--- config.mk ---
export PLATFORM = sky130hd
export DESIGN_NAME = timer_counter_flat
export DESIGN_NICKNAME = d
export VERILOG_FILES = /design/src/rtl/timer_counter_if.sv /design/src/rtl/timer_counter.sv /design/src/flat_wrapper.sv
export SDC_FILE = /design/constraint.sdc
export NUM_CORES = 1
export LEC_CHECK = 0
export BUFFER_PORTS_ARGS = -buffer_cell sky130_fd_sc_hd__buf_2
export CORE_UTILIZATION = 44
export CTS_CLUSTER_DIAMETER = 50
export DETAILED_ROUTE_END_ITERATION = 10
export PLACE_DENSITY = 0.77
export SETUP_SLACK_MARGIN = 0.02
export SYNTH_ARGS = -nofsm -noshare
export SYNTH_HDL_FRONTEND = slang
export SYNTH_SLANG_ARGS = --single-unit
--- constraint.sdc ---
create_clock -name clk -period 4.9 [get_ports clk]
set_input_delay 0.98 -clock clk [delete_from_list [all_inputs] [get_ports clk]]
set_output_delay 0.98 -clock clk [all_outputs]
set_load 0.05 [all_outputs]
--- src/rtl/timer_counter_if.sv ---
// Slot-0 device bus from the system bridge: shared address and write data, the slot
// write strobe, and the slot's combinational read data.
interface timer_counter_if;
    logic [31:0] addr;
    logic        we;
    logic [31:0] wdata;
    logic [31:0] rdata;

    modport master (output addr, output we, output wdata, input rdata);
    modport slave  (input addr, input we, input wdata, output rdata);
endinterface

--- src/rtl/timer_counter.sv ---
// Programmable down-counting timer with one-shot and auto-reload modes.
// Registers: CTRL {IM, MODE[1:0], EN}, PRESET, COUNT (read-only), decoded from addr[3:2].
module timer_counter (
    input  logic           clk,
    input  logic           reset,
    timer_counter_if.slave bus,
    output logic           irq
);

    typedef enum logic [1:0] {StIdle, StLoad, StCnt, StInt} state_e;

    localparam logic [1:0] AddrCtrl   = 2'd0;
    localparam logic [1:0] AddrPreset = 2'd1;
    localparam logic [1:0] AddrCount  = 2'd2;
    localparam logic [1:0] ModeReload = 2'b01;

    state_e      state_q, state_d;
    logic        en_q, en_d;
    logic [1:0]  mode_q, mode_d;
    logic        im_q, im_d;
    logic [31:0] preset_q, preset_d;
    logic [31:0] count_q, count_d;
    logic        pend_q, pend_d;

    logic        ctrl_wr, preset_wr;
    logic        expired, auto_reload;
    logic        load_cnt, dec_cnt, set_pend, int_exit;

    // Only addr[3:2] selects a register; the remaining bits are deliberately ignored.
    logic        unused_addr;
    assign unused_addr = ^{bus.addr[31:4], bus.addr[1:0]};

    assign ctrl_wr     = bus.we && (bus.addr[3:2] == AddrCtrl);
    assign preset_wr   = bus.we && (bus.addr[3:2] == AddrPreset);
    assign expired     = (count_q <= 32'd1);
    assign auto_reload = (mode_q == ModeReload);

    // State register.
    always_ff @(posedge clk or negedge reset) begin
        if (!reset) begin
            state_q <= StIdle;
        end else begin
            state_q <= state_d;
        end
    end

    // Next-state logic.
    always_comb begin
        state_d = state_q;
        unique case (state_q)
            StIdle: if (en_q) state_d = StLoad;
            StLoad: state_d = StCnt;
            StCnt: begin
                if (!en_q) begin
                    state_d = StIdle;
                end else if (expired) begin
                    state_d = StInt;
                end
            end
            StInt:  state_d = StIdle;
        endcase
    end

    // FSM outputs: per-state datapath strobes.
    always_comb begin
        load_cnt = 1'b0;
        dec_cnt  = 1'b0;
        set_pend = 1'b0;
        int_exit = 1'b0;
        unique case (state_q)
            StIdle: ;
            StLoad: load_cnt = 1'b1;
            StCnt: begin
                dec_cnt  = en_q;
                set_pend = en_q && expired;
            end
            StInt:  int_exit = 1'b1;
        endcase
    end

    // Register next-state; bus writes are applied last so they override the FSM.
    always_comb begin
        en_d     = en_q;
        mode_d   = mode_q;
        im_d     = im_q;
        preset_d = preset_q;
        count_d  = count_q;
        pend_d   = pend_q;

        if (load_cnt) count_d = preset_q;
        if (dec_cnt)  count_d = expired ? 32'd0 : count_q - 32'd1;
        if (set_pend) pend_d = 1'b1;
        if (int_exit) begin
            if (auto_reload) begin
                pend_d = 1'b0;
            end else begin
                en_d = 1'b0;
            end
        end

        if (ctrl_wr) begin
            en_d   = bus.wdata[0];
            mode_d = bus.wdata[2:1];
            im_d   = bus.wdata[3];
            pend_d = 1'b0;
        end
        if (preset_wr) preset_d = bus.wdata;
    end

    always_ff @(posedge clk or negedge reset) begin
        if (!reset) begin
            en_q     <= 1'b0;
            mode_q   <= 2'b00;
            im_q     <= 1'b0;
            preset_q <= 32'd0;
            count_q  <= 32'd0;
            pend_q   <= 1'b0;
        end else begin
            en_q     <= en_d;
            mode_q   <= mode_d;
            im_q     <= im_d;
            preset_q <= preset_d;
            count_q  <= count_d;
            pend_q   <= pend_d;
        end
    end

    always_comb begin
        bus.rdata = 32'd0;
        unique case (bus.addr[3:2])
            AddrCtrl:   bus.rdata = {28'd0, im_q, mode_q, en_q};
            AddrPreset: bus.rdata = preset_q;
            AddrCount:  bus.rdata = count_q;
            default:    bus.rdata = 32'd0;
        endcase
    end

    assign irq = im_q && pend_q;

endmodule
--- src/flat_wrapper.sv ---
// flat-port wrapper written by rule: the top's interface ports become plain ports
module timer_counter_flat 
  (clk, reset, irq, bus_addr, bus_we, bus_wdata, bus_rdata);
  timer_counter_if bus_i ();
  input  logic clk;
  input  logic reset;
  output logic irq;
  input wire logic [$bits(bus_i.addr)-1:0] bus_addr;
  input wire logic [$bits(bus_i.we)-1:0] bus_we;
  input wire logic [$bits(bus_i.wdata)-1:0] bus_wdata;
  output wire logic [$bits(bus_i.rdata)-1:0] bus_rdata;
  assign bus_i.addr = bus_addr;
  assign bus_i.we = bus_we;
  assign bus_i.wdata = bus_wdata;
  assign bus_rdata = bus_i.rdata;
  timer_counter u_core (.clk(clk), .reset(reset), .bus(bus_i), .irq(irq));
endmodule
==> run summary <==
yosys warns -> 0
Buf+Inv Stages, Crit Path -> 3
cell area after synthesis -> 0.004035 mm²
most frequent cells in the layout -> dfrtp_1, buf_2, mux2_2
Nets -> 512
most common cell after layout, fill and taps aside -> dfrtp_1
Clock Sinks -> 71
Die Width -> 97.77 µm
final WL -> 10,280 µm
setup slack after layout -> 1.350 ns
worst hold path type -> flip-flop to flip-flop
CP Max Fanout -> 18
RSZ-0062 raised after global routing -> false
Hold Path Sink -> u_core.count_q[14]
failing checks -> DRC
Core ar. -> 0.008806 mm²
share of layout cells above drive strength 1 -> 32.37%
drt pass-1 iters -> 8
DP Wirelength -> 6918 µm
fin crit share -> 72.44%
Root Driver -> clkbuf_8
count of cell types in the netlist -> 57
FILL cells -> 801
post-synthesis simple-gate area fraction -> 16.37%
Crit path required time -> 3.92 ns
Hold Path Depth -> 2
setup TNS -> 0 ns
Yosys reg bits -> 71
# DRC -> 8
slowest stage delay, CP -> 0.61 ns
Die Ht -> 97.77 µm
vias in the first global route -> 3,297
Top delay family on crit path -> buffers and inverters
mux share of post-synthesis cell area -> 11.01%
min-delay src -> u_core.preset_q[14]
P&R area growth vs syn -> 15.84%
Peak Freq -> 281.7 MHz
final cell count without fillers -> 556
VDD IR max -> 0.2731 mV
DR iter-0 viols -> 330
Syn Nets -> 455
H-tree depth -> 3
first-pass GRT wire length -> 17,080 µm
final setup vio count -> 0
EDFF count, synth -> 0
Vias/cell -> 6.347
pin count of the biggest net entering global routing -> 41
Placed Cells -> 540
Clock Latency Late Sink -> 0.35 ns
grt met3 use -> 3.221%
R2R Setup Slk -> 1.66 ns
leakage power -> 0.001996 µW
Resize count post-CTS -> 0
die area -> 0.009558 mm²
Layout Skew -> 0.007771 ns
Slowest cell on crit path -> nor2b_2
Post-Syn Area per Cell -> 10.45 µm²
I/O pins -> 100
# hold bufs at CTS -> 0
final max-slew violation count -> 0
CP arrival -> 2.57 ns
critical path's most frequent cell -> buf_2
r2r worst-path depth -> 6
sequential share of the synthesized area -> 44.03%
met2 Usage GRT -> 35.95%
main combinational cell family by area after synthesis -> compound AO/OA/AOI/OAI gates
Post CTS Setup Buffer Count -> 0
CTS tree -> yes
CTS Buf Count -> 9
design area -> 0.004674 mm²
Avg WL per Cell -> 18.50 µm
Hold Vio Cnt, Final -> 0
worst reg2reg path endpoint -> u_core.count_q[3]
Synth Flop Type -> dfrtp_1
pre-CTS setup slack -> 1.325 ns
Top Usage Layer GRT -> met2
DR vias -> 3,529
post-synthesis xor/xnor area fraction -> 1.085%
Synth Area in Compound Gates -> 21.49%
Adder-Cell Fraction of Synth Area -> 0.6202%
remaining global-route overflow -> 0
r2r startpoint -> u_core.count_q[11]
gr usage total -> 22.26%
Clock transition at path regs -> 0.07 ns
antenna cell count -> 0
DRT antenna net count -> 0
worst rel slew slack -> 38.52%
routability cong. -> 0.9124
Pwr per Cell Area -> 575.0 mW/mm²
WS Path Type -> primary input to primary output
max-cap viol count -> 0
# rows -> 34
initial antenna violation count -> 0
IO Port Bufs -> 69
Worst setup EP type -> primary output
Worst-Margin Slew -> 0.9145 ns
status -> finished, violations left
Final Critical Period -> 3.550 ns
Worst Setup Start Kind -> primary input
ys async rst share -> 100.0%
met1 Resource Use GR -> 30.92%
Initial Utilization -> 45.82%
CP cell instances -> buf_2 > nor2b_2 > buf_4 > a22o_1 > buf_2
post-synthesis cell count -> 386
CTS Buffer Depth -> 2
dpl cell area -> 0.004419 mm²
metrics by stage:
stage          total power (µW)  hold slack, ns  utilization, %
3_3_place_gp               2045          0.5081           50.18
2_1_floorplan              1827          0.4761               -
4_1_cts                    2673          0.5389           53.08
3_5_place_dp               2082          0.5220           50.18
5_1_grt                    2839          0.5660           53.08
6_report                   2688          0.5397           53.08
layer usage:
layer  part of all wire, %  vias up
met5                     0        -
met4                   1.5        0
met3                   7.9       17
met2                    48      185
met1                    42     1687
li1                      -     1640
flip-flops by register name, indices dropped and copies added (netlist names):
name             flops
u_core.mode_q        2
u_core.pend_q        1
u_core.state_q       2
u_core.en_q          1
u_core.preset_q     32
u_core.count_q      32
u_core.im_q          1
worst max-delay path by stage:
stage | startpoint | to | slack, ns | cells after the start
2_1_floorplan | bus_addr[3] | bus_rdata[11] | 1.46 | 5
3_3_place_gp | bus_addr[2] | bus_rdata[31] | 1.36 | 5
3_5_place_dp | bus_addr[2] | bus_rdata[31] | 1.32 | 5
4_1_cts | bus_addr[2] | bus_rdata[31] | 1.32 | 5
5_1_grt | bus_addr[2] | bus_rdata[20] | 1.24 | 5
6_report | bus_addr[2] | bus_rdata[31] | 1.35 | 5
power by group:
group          internal [µW]  total [µW]  switching (µW)  leakage [µW]
Sequential               773        1030             262      0.000867
Clock                    366         592             226      0.000130
Combinational            416        1060             646       0.00100
Total                   1550        2690            1130       0.00200
worst register-to-register path: cells and delay by family, from the launching register on:
family / cells / cell delay [ns]
buffers and inverters: 1 / 0.33
and+or+nand+nor: 4 / 1.99
DFF: 1 / 0.45
AOI/OAI and AO/OA: 1 / 0.34
synth_stat cells, types with 4 or more instances:
| library cell | number | area share [%] |
|---|---|---|
| nor2b_1 | 4 | 0.62 |
| inv_1 | 7 | 0.65 |
| o31ai_1 | 5 | 0.93 |
| nor2_1 | 16 | 1.5 |
| nand4_1 | 11 | 1.7 |
| nor4_1 | 16 | 2.5 |
| or4_1 | 7 | 1.3 |
| a221o_1 | 14 | 3.5 |
| or3_1 | 6 | 0.93 |
| a21oi_1 | 8 | 0.99 |
| buf_6 | 5 | 1.4 |
| dfrtp_1 | 71 | 44 |
| nand3_1 | 6 | 0.74 |
| mux2i_1 | 5 | 1.2 |
| mux2_2 | 35 | 9.8 |
| o21ai_0 | 16 | 2.0 |
| nor3_1 | 12 | 1.5 |
| a22oi_1 | 7 | 1.3 |
| clkbuf_1 | 19 | 1.8 |
| nand2_1 | 18 | 1.7 |
| o211ai_1 | 6 | 1.1 |
| a211oi_1 | 4 | 0.74 |
| o22ai_1 | 4 | 0.62 |
| a22o_1 | 27 | 5.9 |
cell type report:
cell class | count | area [µm²] | area share [%]
clock buffer | 11 | 151.4 | 3.239
clock inverter | 5 | 103.9 | 2.222
inverter | 7 | 26.28 | 0.5621
multi-input combinational | 275 | 2061 | 44.08
sequential | 71 | 1777 | 38.01
tap | 108 | 135.1 | 2.891
timing repair buffer | 79 | 420.4 | 8.994
kinds of logic after synthesis:
kind of cell	after synthesis
AND/OR/NAND/NOR	116
AO/OA/AOI/OAI	112
flip-flops	71
buffers and inverters	40
multiplexers	40
XOR/XNOR	5
adder cells (fa/ha/maj)	2
(Power assumes the default switching activity.)
